===== src/rtl/simon_round_ctrl.sv =====
// rtl/simon_round_ctrl.sv - sequencing FSM for an iterative Simon round/key-schedule datapath
module simon_round_ctrl #(
   parameter logic [9:0] MODE_MASK = 10'h3FF,
   parameter int         Z_WIDTH   = 62
) (
   input  logic       clk,
   input  logic       rst_n,
   input  logic       in_valid,
   output logic       in_ready,
   input  logic [3:0] in_mode,
   input  logic       abort,
   output logic       out_valid,
   input  logic       out_ready,
   output logic       out_err,
   output logic       dp_load,
   output logic       dp_round_en,
   output logic [6:0] dp_round_idx,
   output logic       dp_zbit,
   output logic [2:0] dp_word_sel,
   output logic [2:0] dp_m,
   output logic       busy
);

   localparam logic [1:0] S_IDLE = 2'd0;
   localparam logic [1:0] S_LOAD = 2'd1;
   localparam logic [1:0] S_RUN  = 2'd2;
   localparam logic [1:0] S_DONE = 2'd3;

   localparam logic [6:0] ZW = 7'(Z_WIDTH);

   // Modes 10..15 never exist, so they sit above the enable mask as zeros.
   localparam logic [15:0] VALID_MASK = {6'b0, MODE_MASK};

   // Leftmost character of each published z string is bit 61 here.
   localparam logic [61:0] Z0 = 62'b11111010001001010110000111001101111101000100101011000011100110;
   localparam logic [61:0] Z1 = 62'b10001110111110010011000010110101000111011111001001100001011010;
   localparam logic [61:0] Z2 = 62'b10101111011100000011010010011000101000010001111110010110110011;
   localparam logic [61:0] Z3 = 62'b11011011101011000110010111100000010010001010011100110100001111;
   localparam logic [61:0] Z4 = 62'b11010001111001101011011000100000010111000011001010010011101111;

   logic [1:0]  state_q, state_d;
   logic [6:0]  cnt_q, cnt_d;
   logic [3:0]  mode_q, mode_d;
   logic        err_q, err_d;

   logic [2:0]  tab_wsel;
   logic [2:0]  tab_m;
   logic [6:0]  tab_last;
   logic [2:0]  tab_z;
   logic [61:0] z_word;
   logic [6:0]  idx_mod;
   logic [6:0]  z_pos;
   logic        mode_ok;

   // Variant table lookup for the latched mode: word size code, key words, last round index, z sequence.
   always_comb begin
      tab_wsel = 3'd0;
      tab_m    = 3'd0;
      tab_last = 7'd0;
      tab_z    = 3'd0;
      case (mode_q)
         4'd0: begin tab_wsel = 3'd0; tab_m = 3'd4; tab_last = 7'd31; tab_z = 3'd0; end
         4'd1: begin tab_wsel = 3'd1; tab_m = 3'd3; tab_last = 7'd35; tab_z = 3'd0; end
         4'd2: begin tab_wsel = 3'd1; tab_m = 3'd4; tab_last = 7'd35; tab_z = 3'd1; end
         4'd3: begin tab_wsel = 3'd2; tab_m = 3'd3; tab_last = 7'd41; tab_z = 3'd2; end
         4'd4: begin tab_wsel = 3'd2; tab_m = 3'd4; tab_last = 7'd43; tab_z = 3'd3; end
         4'd5: begin tab_wsel = 3'd3; tab_m = 3'd2; tab_last = 7'd51; tab_z = 3'd2; end
         4'd6: begin tab_wsel = 3'd3; tab_m = 3'd3; tab_last = 7'd53; tab_z = 3'd3; end
         4'd7: begin tab_wsel = 3'd4; tab_m = 3'd2; tab_last = 7'd67; tab_z = 3'd2; end
         4'd8: begin tab_wsel = 3'd4; tab_m = 3'd3; tab_last = 7'd68; tab_z = 3'd3; end
         4'd9: begin tab_wsel = 3'd4; tab_m = 3'd4; tab_last = 7'd71; tab_z = 3'd4; end
         default: begin tab_wsel = 3'd0; tab_m = 3'd0; tab_last = 7'd0; tab_z = 3'd0; end
      endcase
   end

   // z constant bit for the current round; indices past the period wrap back to the start.
   always_comb begin
      case (tab_z)
         3'd0:    z_word = Z0;
         3'd1:    z_word = Z1;
         3'd2:    z_word = Z2;
         3'd3:    z_word = Z3;
         3'd4:    z_word = Z4;
         default: z_word = Z0;
      endcase
      idx_mod = (cnt_q >= ZW) ? (cnt_q - ZW) : cnt_q;
      z_pos   = ZW - 7'd1 - idx_mod;
   end

   // Next-state, round counter, mode latch and error flag.
   always_comb begin
      state_d = state_q;
      cnt_d   = cnt_q;
      mode_d  = mode_q;
      err_d   = err_q;
      case (state_q)
         S_IDLE: begin
            if (in_valid) begin
               mode_d = in_mode;
               cnt_d  = 7'd0;
               if (VALID_MASK[in_mode]) begin
                  state_d = S_LOAD;
                  err_d   = 1'b0;
               end else begin
                  state_d = S_DONE;
                  err_d   = 1'b1;
               end
            end
         end
         S_LOAD: begin
            cnt_d = 7'd0;
            if (abort) begin
               state_d = S_DONE;
               err_d   = 1'b1;
            end else begin
               state_d = S_RUN;
            end
         end
         S_RUN: begin
            if (abort) begin
               state_d = S_DONE;
               err_d   = 1'b1;
               cnt_d   = 7'd0;
            end else if (cnt_q == tab_last) begin
               state_d = S_DONE;
               err_d   = 1'b0;
               cnt_d   = 7'd0;
            end else begin
               cnt_d = cnt_q + 7'd1;
            end
         end
         S_DONE: begin
            if (out_ready) begin
               state_d = S_IDLE;
               err_d   = 1'b0;
            end
         end
         default: state_d = S_IDLE;
      endcase
   end

   // State registers; reset drops any operation in flight.
   always_ff @(posedge clk or negedge rst_n) begin
      if (!rst_n) begin
         state_q <= S_IDLE;
         cnt_q   <= 7'd0;
         mode_q  <= 4'd0;
         err_q   <= 1'b0;
      end else begin
         state_q <= state_d;
         cnt_q   <= cnt_d;
         mode_q  <= mode_d;
         err_q   <= err_d;
      end
   end

   // Outputs decoded from state; datapath config is blanked in IDLE and for rejected modes.
   always_comb begin
      mode_ok      = VALID_MASK[mode_q] && (state_q != S_IDLE);
      in_ready     = rst_n && (state_q == S_IDLE);
      out_valid    = (state_q == S_DONE);
      out_err      = (state_q == S_DONE) && err_q;
      dp_load      = (state_q == S_LOAD);
      dp_round_en  = (state_q == S_RUN);
      dp_round_idx = (state_q == S_RUN) ? cnt_q : 7'd0;
      dp_zbit      = (state_q == S_RUN) && z_word[z_pos[5:0]];
      dp_word_sel  = mode_ok ? tab_wsel : 3'd0;
      dp_m         = mode_ok ? tab_m : 3'd0;
      busy         = (state_q == S_LOAD) || (state_q == S_RUN);
   end

endmodule


===== config.mk =====
export PLATFORM = sky130hd
export DESIGN_NAME = simon_round_ctrl
export DESIGN_NICKNAME = d
export VERILOG_FILES = /design/src/rtl/simon_round_ctrl.sv
export SDC_FILE = /design/constraint.sdc
export NUM_CORES = 1
export LEC_CHECK = 0
export ABC_AREA = 1
export BUFFER_PORTS_ARGS = -buffer_cell sky130_fd_sc_hd__buf_4
export CAP_MARGIN = 20
export CORE_MARGIN = 2
export CORE_UTILIZATION = 35
export DETAILED_ROUTE_END_ITERATION = 16
export SLEW_MARGIN = 10
export SYNTH_ARGS = -nofsm -noshare
export SYNTH_HDL_FRONTEND = slang
export SYNTH_SLANG_ARGS = --single-unit

===== constraint.sdc =====
create_clock -name clk -period 7.25 [get_ports clk]
set_clock_uncertainty 0.05 [all_clocks]
set_input_delay 1.45 -clock clk [delete_from_list [all_inputs] [get_ports clk]]
set_output_delay 1.45 -clock clk [all_outputs]
set_load 0.1 [all_outputs]

==> results.sh <==
export IMPL_cts_hold_buf=0
export IMPL_finalCriticalPeriod_ns=4.685
export IMPL_nNetsFinal=364
export IMPL_outcome="complete, no violations"
export IMPL_drive_gt1_frac=0.1525
export IMPL_maxCapViolCount=0
export IMPL_dr_pass1_iters=4
export IMPL_worstPathRequired_ns=5.75
export IMPL_hold_viol_final=0
export IMPL_worst_slew_pin_slew_ns=0.5764
export IMPL_num_io_pins=29
export IMPL_antenna_left=0
export IMPL_ys_types=34
export IMPL_dp_hpwl_microns=3837
export IMPL_grt_pass1_wl_microns=8369
export IMPL_route_met2_wl_microns=2347
export IMPL_cts_setup_buffers=0
export IMPL_row_count=26
export IMPL_syn_area_sq_um=1924
export IMPL_ctsRootBufferMaster="clkbuf_8"
export IMPL_cts_resized=0
export IMPL_rsz0062_at_grt="no"
export IMPL_wl_per_cell_microns=11.43
export IMPL_clock_sinks=14
export IMPL_min_delay_path_depth=2
export IMPL_overflow=0
export IMPL_top_layer_used="met4"
export IMPL_setup_viol=0
export IMPL_avgSynthCellArea_sq_um=6.051
export IMPL_ff_latch_area_sq_um=350.3
export IMPL_antenna_found_initial=0
export IMPL_drt_total_wl_microns=4696
export IMPL_end_kind="primary output"
export IMPL_synthesis_nets=340
export IMPL_cts_buffers=3
export IMPL_path_clk_slew_ns=0.06
export IMPL_drc_errors=0
export IMPL_met1_length_microns=2123
export IMPL_wl_met3_microns=132
export IMPL_antenna_cells=0
export IMPL_place_gp_congestion=0.8881
export IMPL_dieArea_sq_um=6107
export IMPL_hp_class="flip-flop to flip-flop"
export IMPL_crit_type="flip-flop to primary output"
export IMPL_via_per_inst=5.015
export IMPL_reg2reg_depth=12
export IMPL_clock_latency_ns=0.24
export IMPL_slew_headroom=0.6157
export IMPL_fin_tns_setup_ns=0
export IMPL_synthCells=318
export IMPL_die_x_microns=78.15
export IMPL_grt_pass1_vias=1905
export IMPL_final_cell_mix="nand2_1 (105), nand3_1 (38), inv_1 (34), buf_4 (28), nor2_1 (25)"
export IMPL_area_growth_pct=14.69
export IMPL_cp_max_fo=17
export IMPL_grt_max_degree=18
export IMPL_die_h_microns=78.15
export IMPL_final_common_cell="nand2_1"
export IMPL_yosysSeqAreaShare=0.1821
export IMPL_num_vias=2061
export IMPL_tritoncts="yes"
export IMPL_fillers=594
export IMPL_cts_max_level=1
export IMPL_timing_fmax_mhz=213.4
export IMPL_slew_viol_final=0
export IMPL_multi_input_area_sq_um=1358
export IMPL_start_util=0.3697
export IMPL_yosysWarnings=0
export IMPL_ys_ff_latch=14
export IMPL_grt_usage=0.1649
export IMPL_io_buffers=28
export IMPL_clk_path_buf_depth=2
export IMPL_drt_iter0_markers=110
export IMPL_cp_start_kind="flip-flop"
export IMPL_finalCritPeriodShare=0.6462
export IMPL_cp_arrival_ns=3.19
export IMPL_coreArea_sq_um=5205
-- Yosys cell counts (all sizes together) --
cell type / number / area share
inv: 38 / 0.074
buf: 8 / 0.034
o211ai: 2 / 0.0078
dfrtp: 14 / 0.18
nand3: 40 / 0.11
mux2: 1 / 0.0059
or2: 1 / 0.0033
nand3b: 1 / 0.0039
o21ai: 9 / 0.025
nand4: 9 / 0.033
clkbuf: 1 / 0.0019
nor3: 4 / 0.013
and3: 2 / 0.0065
nand2: 112 / 0.23
a21oi: 20 / 0.058
clkinv: 1 / 0.0019
o21a: 1 / 0.0039
ha: 13 / 0.085
xor2: 11 / 0.050
nor2: 27 / 0.055
xnor2: 2 / 0.0091
o22ai: 1 / 0.0033
-- logic make-up (layout without fill, tap and decap cells) --
| family | Yosys count | after routing | share of synthesized area |
|---|---|---|---|
| compound gates | 33 | 33 | 0.09818 |
| xor+xnor | 13 | 13 | 0.05917 |
| fa+ha+maj | 13 | 13 | 0.08453 |
| buf+inv | 48 | 71 | 0.1125 |
| flops | 14 | 14 | 0.1821 |
| mux | 1 | 1 | 0.005851 |
| simple gates | 196 | 196 | 0.4577 |
-- per-layer routing --
| layer | track usage | up-vias |
|---|---|---|
| li1 | - | 1071 |
| met1 | 0.2128 | 936 |
| met2 | 0.2897 | 44 |
| met3 | 0.01379 | 10 |
| met4 | 0.05439 | 0 |
| met5 | 0 | - |
-- final timing paths --
check / start / to / slack (ns)
min: err_q / err_q / 0.43
min reg2reg: err_q / err_q / 0.43
max: cnt_q[1] / dp_zbit / 2.56
max in group asynchronous: rst_n / err_q / 5.98
max reg2reg: mode_q[1] / cnt_q[2] / 5.05
min in group asynchronous: rst_n / state_q[1] / 1.00
-- registers in the layout, indices dropped and copies added (netlist names) --
signal	cells
cnt_q	7
err_q	1
mode_q	4
state_q	2
-- critical path: stages, from the launching register on --
cell and delay [ns]:
dfrtp_1 0.48, ha_1 0.25, nand2_2 0.07, inv_2 0.09, nand2_2 0.07, nand2_2 0.11, nand2_2 0.07, nand2_4 0.17
inv_2 0.14, ha_1 0.43, inv_1 0.23, nand3_1 0.10, nand2_1 0.07, nand2_1 0.04, nand3_1 0.07, nand2_1 0.05
nand2_1 0.05, nand2_1 0.04, nor2_1 0.10, buf_4 0.29
-- area by class of cell --
cell class	count	area share
timing repair buffer	28	0.09524
tap	70	0.03968
sequential	14	0.1587
inverter	39	0.06633
multi-input combinational	256	0.6151
clock buffer	4	0.02494
-- stage by stage --
stage / hold WS [ns] / util / instance area [sq um] / instances / setup WS [ns]
2_1_floorplan: 0.3922 / - / 1924 / 318 / 2.206
3_3_place_gp: 0.4216 / 0.4135 / 2152 / 407 / 2.949
3_5_place_dp: 0.4129 / 0.4135 / 2152 / 407 / 2.844
4_1_cts: 0.4299 / 0.4240 / 2207 / 411 / 2.568
5_1_grt: 0.4671 / 0.4240 / 2207 / 411 / 2.182
6_report: 0.4267 / 0.4240 / 2207 / 411 / 2.565
Power is not shown: default switching activity piles up to over one toggle a cycle in this logic, so the estimate is an artifact.
